**config.mk**
```make
export PLATFORM = sky130hd
export DESIGN_NAME = mips_register_file
export DESIGN_NICKNAME = d
export VERILOG_FILES = /design/src/rtl/mips_pkg.sv /design/src/rtl/mips_regfile_read_port.sv /design/src/rtl/mips_register_file.sv
export SDC_FILE = /design/constraint.sdc
export NUM_CORES = 2
export LEC_CHECK = 0
export ABC_CLOCK_PERIOD_IN_PS = 5000
export CORE_ASPECT_RATIO = 0.6
export CORE_MARGIN = 8
export CORE_UTILIZATION = 59
export CTS_CLUSTER_DIAMETER = 30
export DETAILED_ROUTE_END_ITERATION = 8
export PLACE_DENSITY_LB_ADDON = 0.05
export SLEW_MARGIN = 20
export SYNTH_ARGS = -nofsm -noshare
export SYNTH_HDL_FRONTEND = slang
export SYNTH_SLANG_ARGS = --single-unit
```
**constraint.sdc**
```tcl
create_clock -name clk -period 5 [get_ports clk]
set_input_delay 1 -clock clk [delete_from_list [all_inputs] [get_ports clk]]
set_output_delay 1 -clock clk [all_outputs]
set_load 0.05 [all_outputs]
```
**src/rtl/mips_pkg.sv**
```systemverilog
// Shared definitions for the single-cycle MIPS datapath: widths, special
// register indices and ALU operation encodings.
package mips_pkg;

    localparam int DATA_WIDTH     = 32;
    localparam int REG_ADDR_WIDTH = 5;

    localparam int REG_ZERO = 0;
    localparam int REG_SP   = 29;
    localparam int REG_RA   = 31;

    // {binvert, sel[1:0]}; binvert turns ADD into SUB and drives the SLT compare
    typedef enum logic [2:0] {
        ALU_AND = 3'b000,
        ALU_OR  = 3'b001,
        ALU_ADD = 3'b010,
        ALU_SUB = 3'b110,
        ALU_SLT = 3'b111
    } alu_op_t;

endpackage

```
**src/rtl/mips_regfile_read_port.sv**
```systemverilog
// One combinational read port: array index, optional write->read forwarding,
// and the $zero override, which wins over everything else.
module mips_regfile_read_port #(
    parameter int DATA_WIDTH = 32,
    parameter int ADDR_WIDTH = 5,
    parameter int BYPASS     = 1
) (
    input  logic [DATA_WIDTH-1:0] regs [2**ADDR_WIDTH],
    input  logic [ADDR_WIDTH-1:0] read_reg,
    input  logic                  fwd_en,
    input  logic [ADDR_WIDTH-1:0] write_reg,
    input  logic [DATA_WIDTH-1:0] write_data,
    output logic [DATA_WIDTH-1:0] read_data
);

    always_comb begin
        read_data = regs[read_reg];
        if ((BYPASS != 0) && fwd_en && (write_reg == read_reg)) begin
            read_data = write_data;
        end
        if (read_reg == '0) begin
            read_data = '0;
        end
    end

endmodule

```
**src/rtl/mips_register_file.sv**
```systemverilog
// 32 x 32 register file: two combinational read ports, one synchronous write
// port with synchronous clear; writes to $zero are dropped.
module mips_register_file #(
    parameter int DATA_WIDTH = mips_pkg::DATA_WIDTH,
    parameter int ADDR_WIDTH = mips_pkg::REG_ADDR_WIDTH,
    parameter int BYPASS     = 1
) (
    input  logic                  clk,
    input  logic                  rst,
    input  logic [ADDR_WIDTH-1:0] read_reg1,
    input  logic [ADDR_WIDTH-1:0] read_reg2,
    input  logic [ADDR_WIDTH-1:0] write_reg,
    input  logic [DATA_WIDTH-1:0] write_data,
    input  logic                  reg_write,
    output logic [DATA_WIDTH-1:0] read_data1,
    output logic [DATA_WIDTH-1:0] read_data2
);

    import mips_pkg::*;

    localparam int DEPTH = 2**ADDR_WIDTH;

    logic [DATA_WIDTH-1:0] regs [DEPTH];
    logic                  write_en;
    logic                  fwd_en;

    assign write_en = reg_write && (write_reg != ADDR_WIDTH'(REG_ZERO));
    // Forwarding only mirrors a write that will actually land on this edge.
    assign fwd_en   = !rst && write_en;

    always_ff @(posedge clk) begin
        if (rst) begin
            for (int i = 0; i < DEPTH; i++) begin
                regs[i] <= '0;
            end
        end else if (write_en) begin
            regs[write_reg] <= write_data;
        end
    end

    mips_regfile_read_port #(
        .DATA_WIDTH (DATA_WIDTH),
        .ADDR_WIDTH (ADDR_WIDTH),
        .BYPASS     (BYPASS)
    ) u_read_port1 (
        .regs       (regs),
        .read_reg   (read_reg1),
        .fwd_en     (fwd_en),
        .write_reg  (write_reg),
        .write_data (write_data),
        .read_data  (read_data1)
    );

    mips_regfile_read_port #(
        .DATA_WIDTH (DATA_WIDTH),
        .ADDR_WIDTH (ADDR_WIDTH),
        .BYPASS     (BYPASS)
    ) u_read_port2 (
        .regs       (regs),
        .read_reg   (read_reg2),
        .fwd_en     (fwd_en),
        .write_reg  (write_reg),
        .write_data (write_data),
        .read_data  (read_data2)
    );

endmodule

```
Word-level counts from Yosys, hierarchy flattened
Cells that the tools add are included.
- magnitude comparators: 4
- eq/ne operators: 2
- muxes and demuxes: 13
- bitwise operators: 3
- reduce and logical (&&, ||, !) cells: 9
- operators by type and width (cell ; number):
    $bwmux W1024 ; 1
    $bmux W32 S5 ; 2
    $mux W32 ; 9
    $demux W32 S5 ; 1
    $ge A6 B6 Y1 const B ; 3
    $not A5 Y6 ; 3
    $eq A5 B5 Y1 ; 2
    $logic_not A5 Y1 ; 2
    $lt A6 B1 Y1 const B ; 1
    $logic_and A1 B1 Y1 ; 5
    $reduce_bool A5 Y1 ; 1
    $logic_not A1 Y1 ; 1
- flip-flop bits (word level): 1024
- bits of input ports: 50
- output and inout port bits: 64
- word-level logic and storage cells: 63

Depth between registers and ports, before layout
- depth in word-level cells: 6
- depth in mapped cells: 9

Modules after synthesis
From an unflattened synthesis, not the netlist that was laid out.
- cell total of the unflattened synthesis: 5139
- area total of the unflattened synthesis: 57081.0 µm²
- by module, submodules not included (module ; instances ; cells an instance ; area each (µm²)):
    mips_register_file ; 1 ; 3435 ; 38901.1
    mips_regfile_read_port ; 2 ; 852 ; 9090.0

Least setup slack after synthesis
No wires, ideal clock.
- path kind: in2out
- start point: input port write_reg[4]
- end point: output port read_data2[11]
- arrival: 3.075 ns
- data required time: 4.000 ns
- setup slack: 0.925 ns
- cell stages on the path: 8
- path buffers: 3
- path through: buf_2 > or3_4 > o311ai_2 > or4_1 > buf_2 > buf_4 > o21a_1 > a21oi_1
- longest elaborated chain between the ends: 6
- elaborated cells on any way between the ends: 7
- classes of those cells: eq/ne: 1; mux: 2; reduce/logical: 4
- RTL lines (item ; line ; text):
    from (decl) ; mips_register_file.sv:12 ; input logic [ADDR_WIDTH-1:0] write_reg,
    $reduce_bool A5 Y1 ; mips_register_file.sv:27 ; assign write_en = reg_write && (write_reg != ADDR_WIDTH'(REG_ZERO));
    $logic_and A1 B1 Y1 ; mips_register_file.sv:27 ;
    $logic_and A1 B1 Y1 ; mips_register_file.sv:29 ; assign fwd_en = !rst && write_en;
    $logic_and A1 B1 Y1 (*) ; mips_regfile_read_port.sv:18 ; if ((BYPASS != 0) && fwd_en && (write_reg == read_reg)) begin
    $mux W32 (*) ; mips_regfile_read_port.sv:18 ;
    $mux W32 (*) ; mips_regfile_read_port.sv:21 ; if (read_reg == '0) begin
    to (decl) ; mips_register_file.sv:16 ; output logic [DATA_WIDTH-1:0] read_data2
Mark *: on every way between the ends. The rest lies on a longest branch, timed or not.

Worst setup path in the final report
- start point: input port write_reg[1]
- end point: output port read_data2[19]
Same word-level chain as after synthesis.

==> impl_metrics.py <==
metrics = {
    "status": {
        "status": "completed",
    },
    "drt": {
        "drc_errors": 0,
        "drt-total-wl_um": 220500,
        "drt_iter0_markers": 8504,
        "antenna_left": 0,
        "via_per_inst": 6.716,
        "firstDrtPassIters": 6,
        "vias": 52000,
        "post_drt_wl_per_cell_um": 28.47,
    },
    "pwr": {
        "leakage_nw": 21.66,
        "p_sw_frac": 0.2794,
        "power_frac_comb": 0.111,
        "clkPwrFrac": 0.512,
        "intPower_mw": 15.81,
        "powerDensity_nw_per_um2": 357.3,
        "sequentialPowerShare": 0.377,
        "p_switching_mw": 6.131,
        "irDropWorstVdd_uv": 304.9,
    },
    "die": {
        "die_area_um2": 101200,
        "chipHeight_um": 249.6,
        "start_util": 0.5972,
        "io_pins": 114,
        "fp.dieW_um": 405.4,
        "core-area_um2": 89870,
        "rows": 85,
    },
    "final_layout": {
        "largest_register_ff_count": 1024,
        "fin_cells": 7743,
        "top_regs": "regs (1024)",
        "layout_commonest_cell": "nand2_1",
        "final_cell_mix": "nand2_1, a21oi_1, dfxtp_1",
        "utilization": 0.6833,
        "layout.nets": 6445,
        "area_delta_synth_final_pct": 14.41,
        "stdcell_area_um2": 61400,
        "largest-register": "regs",
        "layout-drive-gt1-share": 0.1351,
    },
    "timing": {
        "drv_slew": 0,
        "finalClockSkew_ns": 0,
        "fin_crit_sh": 0.9738,
        "fin_crit_ns": 4.869,
        "fmax_mhz": 205.4,
        "setup-tns-final_ns": 0,
        "rsz0062_at_grt": "false",
        "finalSetupViolCount": 0,
        "fin_ws_ns": 0.1312,
        "worstMarginPinSlew_ns": 1.105,
        "relSlewSlack": 0.2633,
        "finalHoldViolCount": 0,
    },
    "critical_path": {
        "cp_common_cell": "buf_4",
        "ff2ff_path_depth": 2,
        "critical_path.cell_chain": "clkdlybuf4s50_1 > o311ai_4 > or4_1 > buf_4 > o21a_1 > a21oi_1 > buf_4",
        "worstSetupPathType": "primary input to output port",
        "startpoint_type": "primary input",
        "cp_max_fo": 19,
        "crit_start": "write_reg[1]",
        "required_ns": 4.00,
        "crit_slowest_cell": "clkdlybuf4s50_1",
        "cp.depth": 7,
        "crit_family": "buffers and inverters",
        "cpPeakStageDelay_ns": 0.75,
        "end_kind": "output port",
        "timing.rr.start": "regs[923]",
        "arrival_ns": 3.87,
        "path_buf_inv": 3,
    },
    "hold_path": {
        "hold_depth": 2,
        "hp-start": "regs[457]",
        "hold_path_class": "flop to flop",
    },
    "synth": {
        "yosysWarnings": 0,
        "syn-cell-area_um2": 53670,
        "yosysUniqueCellTypes": 40,
        "async_reset_ff_frac": 0,
        "ys_seq_area_frac": 0.3820,
        "synth_edf_count": 0,
        "synth_top_flop_cell": "dfxtp_1",
        "synthesis.nets": 6590,
        "avgSynthCellArea_um2": 8.206,
        "syn-instance-count": 6540,
        "synth_seq_cells": 1024,
    },
    "place": {
        "dpl_cell_area_um2": 56030,
        "gp_congestion": 1.049,
        "port_buffers": 113,
        "hpwlAfterDp_um": 134200,
        "dp.cells": 7456,
        "place_ws_ns": 0.2822,
    },
    "global_routing": {
        "grt_overflow": 0,
        "grt_max_degree": 224,
        "grt_antenna_before_repair": 9,
        "grt_use_total": 0.4163,
        "grt_pass1_vias": 48280,
        "grt_pass1_wl_um": 320200,
    },
    "clocking": {
        "numCtsBuffers": 155,
        "hold_buffers": 0,
        "cts-resized-gates": 0,
        "clock_latency_ns": 0.76,
        "cts_setup_buffers": 0,
        "cts.sinks": 1024,
        "cts_buffer_depth": 3,
        "cts_tree": "yes",
        "h-tree-depth": 4,
        "path_clk_slew_ns": 0.05,
        "cts-root-buf": "clkbuf_16",
    },
    "job": {
        "cap_violations": 0,
    },
}
-- synth_stat cells (2+ instances only) --
master / n / area share
buf_4: 67 / 0.0094
o21a_1: 64 / 0.0090
nand3_1: 4 / 0.00037
nor3_1: 3 / 0.00028
a211o_1: 64 / 0.010
and2_1: 3 / 0.00035
nor2b_1: 40 / 0.0047
a21boi_0: 2 / 0.00028
or3b_2: 2 / 0.00033
nor2_1: 40 / 0.0028
clkbuf_1: 523 / 0.037
nor3b_1: 5 / 0.00070
and2_0: 2 / 0.00023
or4_1: 2 / 0.00028
o31ai_1: 64 / 0.0090
buf_1: 9 / 0.00063
dfxtp_1: 1024 / 0.38
and3_1: 2 / 0.00023
nand2_1: 2022 / 0.14
mux2i_1: 704 / 0.13
a21oi_1: 1182 / 0.11
a22oi_1: 320 / 0.045
xor2_1: 4 / 0.00065
or3_1: 2 / 0.00023
and3b_1: 5 / 0.00082
o211ai_1: 62 / 0.0087
xnor2_1: 6 / 0.00098
buf_6: 8 / 0.0017
buf_2: 101 / 0.0094
nand3b_1: 3 / 0.00042
mux4_2: 192 / 0.081
-- metal layers --
| metal | vias up | GRT usage | wire length, um |
|---|---|---|---|
| met4 | 8 | 0.2028 | 11340 |
| met1 | 24830 | 0.5594 | 84990 |
| li1 | 22530 | - | - |
| met3 | 711 | 0.1940 | 37710 |
| met5 | - | 0.005358 | 110 |
| met2 | 3928 | 0.5557 | 86320 |
-- kinds of logic (layout without fill, tap and decap cells) --
family | Yosys count | count (layout) | share of synthesized area
flip-flops | 1024 | 1024 | 0.3820
multiplexers | 896 | 896 | 0.2119
AND/OR/NAND/NOR | 2139 | 2139 | 0.1537
XOR/XNOR | 10 | 10 | 0.001632
AO/OA/AOI/OAI | 1761 | 1761 | 0.1929
buffers and inverters | 710 | 690 | 0.05789
other | 0 | 5 | 0
-- area by class of cell --
type,instances,area (um^2)
Tap cell,1218,1524
Multi-Input combinational cell,4806,30330
Inverter,1,3.754
Antenna cell,5,12.51
Clock buffer,184,4170
Fill cell,7250,28460
Timing Repair Buffer,407,3676
Sequential cell,1024,20500
Clock inverter,98,1190
-- path summary, 6_finish.rpt --
kind,to,slack [ns]
worst max register to register,regs[923],4.23
worst min-delay path,regs[457],0.46
worst min register to register,regs[457],0.46
worst max-delay path,read_data2[19],0.13
-- power groups by stage --
stage | clock network, mW | registers, mW | logic, mW
5_1_grt | 11.6 | 8.27 | 2.47
6_report | 11.2 | 8.27 | 2.44
3_5_place_dp | 0 | 8.44 | 2.32
3_3_place_gp | 0 | 8.44 | 2.31
4_1_cts | 11.2 | 8.27 | 2.33
2_1_floorplan | 0 | 8.43 | 1.42
-- worst min-delay path, delay by kind of cell, from the launching register on --
| family | cells | cell delay (ns) |
|---|---|---|
| simple gates | 1 | 0.05 |
| flops | 1 | 0.31 |
| compound gates | 1 | 0.05 |
-- through the flow --
| step | total power [mW] | hold WS, ns |
|---|---|---|
| 4_1_cts | 21.83 | 0.4645 |
| 3_5_place_dp | 10.76 | 0.4566 |
| 3_3_place_gp | 10.75 | 0.4507 |
| 2_1_floorplan | 9.843 | 0.4429 |
| 6_report | 21.94 | 0.4643 |
| 5_1_grt | 22.35 | 0.4787 |
Power figures use the tool's default switching activity.
